`config.mk`:
```
export PLATFORM = sky130hd
export DESIGN_NAME = aes_ctr_round_ctrl
export DESIGN_NICKNAME = d
export VERILOG_FILES = /design/src/rtl/aes_ctr_round_ctrl.sv
export SDC_FILE = /design/constraint.sdc
export NUM_CORES = 1
export LEC_CHECK = 0
export CAP_MARGIN = 20
export CORE_AREA = 2 2 354 356
export DETAILED_ROUTE_END_ITERATION = 8
export DIE_AREA = 0 0 356 358
export SETUP_SLACK_MARGIN = 0.2
export SYNTH_ARGS = -nofsm -noshare
export SYNTH_HDL_FRONTEND = slang
export SYNTH_SLANG_ARGS = --single-unit
export TNS_END_PERCENT = 20
```
`constraint.sdc`:
```
create_clock -name clk_i -period 2.1 [get_ports clk_i]
set_input_delay 0.21 -clock clk_i [delete_from_list [all_inputs] [get_ports clk_i]]
set_output_delay 0.21 -clock clk_i [all_outputs]
set_load 0.01 [all_outputs]
```
`src/rtl/aes_ctr_round_ctrl.sv`:
```
// rtl/aes_ctr_round_ctrl.sv - Iterative AES CTR-mode round sequencer
// Owns counter, state and round registers; one external round per cycle.
module aes_ctr_round_ctrl #(
    parameter int NR  = 14,
    parameter int RKW = 4
) (
    input  logic           clk_i,
    input  logic           rst_i,
    input  logic           iv_load_i,
    input  logic [127:0]   iv_i,
    input  logic           in_valid_i,
    output logic           in_ready_o,
    input  logic [127:0]   in_data_i,
    output logic           out_valid_o,
    input  logic           out_ready_i,
    output logic [127:0]   out_data_o,
    output logic [RKW-1:0] rk_idx_o,
    input  logic [127:0]   rk_i,
    output logic [127:0]   round_state_o,
    input  logic [127:0]   round_state_i,
    output logic           last_round_o,
    output logic           busy_o,
    output logic [127:0]   ctr_o
);
    typedef enum logic [1:0] {IDLE, RUN, DONE} fsm_t;

    localparam logic [RKW-1:0] LAST_ROUND = RKW'(NR);
    localparam logic [RKW-1:0] ONE        = RKW'(1);

    fsm_t           fsm_q;
    logic [RKW-1:0] round_q;
    logic [127:0]   ctr_q;
    logic [127:0]   state_q;
    logic [127:0]   data_q;
    logic [127:0]   out_data_q;
    logic           out_valid_q;
    logic           busy_q;
    logic           last_q;
    logic           accept;

    assign in_ready_o = ((fsm_q == IDLE) && !iv_load_i) || ((fsm_q == DONE) && out_ready_i);
    assign accept     = in_valid_i && in_ready_o;

    // round_q is held at zero outside RUN, so it doubles as the key index
    assign rk_idx_o      = round_q;
    assign round_state_o = state_q;
    assign out_data_o    = out_data_q;
    assign out_valid_o   = out_valid_q;
    assign busy_o        = busy_q;
    assign last_round_o  = last_q;
    assign ctr_o         = ctr_q;

    always_ff @(posedge clk_i) begin
        if (rst_i) begin
            fsm_q       <= IDLE;
            round_q     <= '0;
            ctr_q       <= '0;
            state_q     <= '0;
            data_q      <= '0;
            out_data_q  <= '0;
            out_valid_q <= 1'b0;
            busy_q      <= 1'b0;
            last_q      <= 1'b0;
        end else if (accept) begin
            fsm_q        <= RUN;
            state_q      <= ctr_q ^ rk_i;
            data_q       <= in_data_i;
            ctr_q[31:0]  <= ctr_q[31:0] + 32'd1;
            round_q      <= ONE;
            out_valid_q  <= 1'b0;
            busy_q       <= 1'b1;
            last_q       <= (LAST_ROUND == ONE);
        end else begin
            case (fsm_q)
                IDLE: begin
                    if (iv_load_i) begin
                        ctr_q <= iv_i;
                    end
                end
                RUN: begin
                    state_q <= round_state_i;
                    if (round_q == LAST_ROUND) begin
                        out_data_q  <= round_state_i ^ data_q;
                        round_q     <= '0;
                        fsm_q       <= DONE;
                        busy_q      <= 1'b0;
                        last_q      <= 1'b0;
                        out_valid_q <= 1'b1;
                    end else begin
                        round_q <= round_q + ONE;
                        last_q  <= ((round_q + ONE) == LAST_ROUND);
                    end
                end
                DONE: begin
                    if (out_ready_i) begin
                        fsm_q       <= IDLE;
                        out_valid_q <= 1'b0;
                    end
                end
                default: fsm_q <= IDLE;
            endcase
        end
    end
endmodule

```
==> results of run 1 <==
## placed cells by master, fill, tap and decap left out, drive strengths merged, types with 47 or more instances in the layout
| cell type | Yosys | routed |
|---|---|---|
| dlygate4sd2 | 0 | 47 |
| dfxtp | 521 | 521 |
| clkdlybuf4s50 | 0 | 859 |
| clkbuf | 173 | 97 |
| xnor2 | 129 | 129 |
| a211oi | 130 | 130 |
| nor2 | 276 | 276 |
| xor2 | 134 | 134 |
| a21oi | 255 | 255 |
| nand2 | 736 | 736 |
| a311oi | 128 | 128 |
| buf | 38 | 148 |
## cells by family after synthesis
logic type,share of synthesized area
AO/OA/AOI/OAI,0.169
XOR/XNOR,0.106
adder cells (fa/ha/maj),0.000574
buffers and inverters,0.0386
flip-flops,0.478
multiplexers,0.00298
AND/OR/NAND/NOR,0.205
## area by class of cell
type,instances,area (sq um),share of cell area
Timing Repair Buffer,1057,10700,0.296
Multi-Input combinational cell,1940,10700,0.295
Sequential cell,521,10500,0.289
Tap cell,1637,2050,0.0566
Clock buffer,95,1970,0.0543
Clock inverter,27,312,0.00860
Antenna cell,12,30.0,0.000829
Inverter,3,11.3,0.000311
## timing repair
item	4_1_cts	5_1_grt
setup endpoints to repair	248	120
hold buffers	0	0
pin swaps	3	3
gates cloned	2	2
resized for setup	93	20
setup buffers	1	7
## flip-flops by register name, summed over array words and instances, names as in the netlist
name,count
fsm_q,2
out_valid_o,1
last_round_o,1
busy_o,1
ctr_o,128
round_state_o,128
out_data_o,128
rk_idx_o,4
data_q,128
## per-layer routing
metal	global-route usage	up-vias	wire length (um)
met1	0.202	10700	45900
met4	0.0597	8	3420
met3	0.0432	166	8210
met5	0	-	52
li1	-	10900	-
met2	0.249	852	49400
## stage by stage
stage,cells,total power [mW],util,setup TNS [ps]
5_1_grt,5288,28.5,0.294,0
6_report,5292,27.4,0.294,0
3_3_place_gp,5145,15.5,0.272,-34890
2_1_floorplan,2675,12.6,-,0
3_5_place_dp,5146,15.6,0.273,-45350
4_1_cts,5271,27.8,0.292,0
## worst paths after layout
path                  start   endpoint  slack [ps]  cells after the start
hold / removal        rst_i  ctr_o[16]          60                      2
hold reg to reg   data_q[1]  data_q[1]         470                      2
setup reg to reg  ctr_o[15]  ctr_o[29]         190                      6
setup / recovery  ctr_o[15]  ctr_o[29]         190                      6
## worst max-delay path: cells and delay by family (launching register included)
| family | cells | cell delay, ps |
|---|---|---|
| buf+inv | 1 | 200 |
| xor+xnor | 1 | 120 |
| compound gates | 1 | 100 |
| simple gates | 3 | 1030 |
| flops | 1 | 340 |
## synth_stat cells (3+ instances only)
cell / n / share of area
sky130_fd_sc_hd__xor2_1: 134 / 0.054
sky130_fd_sc_hd__and3_1: 11 / 0.0032
sky130_fd_sc_hd__nand3_1: 20 / 0.0046
sky130_fd_sc_hd__clkbuf_1: 173 / 0.030
sky130_fd_sc_hd__or3_1: 5 / 0.0014
sky130_fd_sc_hd__and4_1: 5 / 0.0020
sky130_fd_sc_hd__a31oi_1: 11 / 0.0032
sky130_fd_sc_hd__a22oi_1: 4 / 0.0014
sky130_fd_sc_hd__a211oi_1: 130 / 0.045
sky130_fd_sc_hd__nor2_1: 276 / 0.047
sky130_fd_sc_hd__inv_1: 3 / 0.00052
sky130_fd_sc_hd__o21ai_0: 9 / 0.0021
sky130_fd_sc_hd__nor3_1: 9 / 0.0021
sky130_fd_sc_hd__mux2_2: 4 / 0.0021
sky130_fd_sc_hd__nand2_1: 736 / 0.13
sky130_fd_sc_hd__o22ai_1: 8 / 0.0023
sky130_fd_sc_hd__buf_2: 31 / 0.0071
sky130_fd_sc_hd__nand4_1: 12 / 0.0034
sky130_fd_sc_hd__and2_1: 4 / 0.0011
sky130_fd_sc_hd__nor3b_1: 3 / 0.0010
sky130_fd_sc_hd__nand2b_1: 3 / 0.00086
sky130_fd_sc_hd__xnor2_1: 129 / 0.052
sky130_fd_sc_hd__a311oi_1: 128 / 0.051
sky130_fd_sc_hd__nor4_1: 7 / 0.0020
sky130_fd_sc_hd__a21oi_1: 254 / 0.058
sky130_fd_sc_hd__buf_1: 7 / 0.0012
sky130_fd_sc_hd__dfxtp_1: 521 / 0.48
sky130_fd_sc_hd__o211ai_1: 5 / 0.0017
## where the power goes
group / leakage (nW) / total [mW] / switching [mW] / internal [mW]
Combinational: 7.54 / 4.56 / 2.19 / 2.37
Clock: 1.12 / 12.0 / 4.85 / 7.19
Sequential: 4.27 / 10.8 / 0.416 / 10.4
==> flow_summary_export.csv, run 1 <==
group,metric,value,unit
global_route,grt.overflow.total,0,
sta,timing.final.crit_share,0.908,
yosys,synth-main-ff-cell,"sky130_fd_sc_hd__dfxtp_1",
setup_path,critical_path.endpoint_type,"flip-flop",
clock_network,insertion_delay,630,ps
clock_network,h-tree-depth,3,
floorplanning,fp.coreArea,0.123,sq mm
floorplanning,io-pin-count,909,
setup_path,crit_path_start_kind,"flip-flop",
route,drcViolationCount,0,
setup_path,crit_fanout,7,
route,drt-pass1-iter-count,7,
sta,tightest_slew,613,ps
global_route,grt_max_degree,70,
global_route,grtUsageTotal,0.157,
sta,finalMaxSlewViolations,0,
placement,placedInstanceArea,0.0336,sq mm
clock_network,cts.sinks,521,
sta,whs,60.0,ps
power,powerDensity,757,mW/mm^2
route,post_drt_wl_per_cell,20.2,um
clock_network,root_buffer,"sky130_fd_sc_hd__clkbuf_16",
sta,finClkSkew,33.9,ps
outcome,outcome,"completed",
route,detail_route.vias_per_cell,4.29,
sta,grt_setup_unrepaired,"true",
clock_network,clock_tree_from_tritoncts,"built",
placement,placement.setup.worst_slack,-316,ps
yosys,synth_async_sr_flop_share,0,
floorplanning,die_w,356,um
layout,fin_nets,4108,
yosys,ys_seq_area_frac,0.478,
global_route,first_global_vias,21600,
placement,place.detailed.hpwl,80.5,mm
yosys,postSynthAreaPerCell,8.15,sq um
global_route,grt_pass1_wl,148,mm
layout,n_fill_cell,13100,
floorplanning,die-area,0.127,sq mm
global_route,initial_antenna_violation_count,23,
sta,layout_setup_ws,193,ps
sta,fin_crit,1910,ps
setup_path,cp.required,2600,ps
setup_path,cp_slowest_cell,"sky130_fd_sc_hd__and4_1",
power,power.leakage,12.9,nW
yosys,synthesis.instances,2675,
sta,max_clock_freq,524,MHz
route,drt.antenna.violating_nets,0,
sta,timing.final.hold_violations,0,
placement,buffer_ports.inserted,908,
sta,setup-violations-final,0,
setup_path,worstPathArrival,2400,ps
yosys,postSynthNetCount,3193,
worst_hold_path,timing.hold.worst.class,"in2reg",
layout,layout.cell_area.non_filler,0.0362,sq mm
clock_network,clk_pin_slew_worst_paths,60,ps
yosys,netlist-cell-type-count,52,
setup_path,max_stage_delay,370,ps
layout,final_layout_size_suffix_gt1_frac,0.0870,
floorplanning,die_h,358,um
clock_network,cts_buffers,67,
route,drt-total-wl,107,mm
floorplanning,rows,129,
sta,slew-limit-headroom,0.591,
layout,syn2layout_area_growth,66.0,%
setup_path,crit_path_cell_trace,"and4_1, nand4_1, nor4_4, buf_4, xnor2_1, o22ai_1",
floorplanning,initial_utilization,0.177,
yosys,synth.ff_latch_count,521,
yosys,ys_warn_count,0,
route,detailed_route_via_count,22700,
yosys,synth_area,0.0218,sq mm
power,vdd_ir_drop_max,510,uV
clock_network,clock_path_buffers,3,
route,dr.first_iter.drc_count,1609,
placement,finalWeightedCongestion,0.909,
yosys,synth_edf_count,0,
setup_path,critPathKind,"reg2reg",
flow_run,timing.max_cap.violations,0,
(Power assumes the default switching activity.)
==> run 2, diff against run 1 <==
--- a/config.mk
+++ b/config.mk
@@ -7,6 +7,7 @@
 export LEC_CHECK = 0
 export CAP_MARGIN = 20
 export CORE_AREA = 2 2 354 356
+export CTS_CLUSTER_DIAMETER = 200
 export DETAILED_ROUTE_END_ITERATION = 8
 export DIE_AREA = 0 0 356 358
 export SETUP_SLACK_MARGIN = 0.2
==> results of run 2 <==
No change in the layout: final DEF, timing and power equal those of run 1.
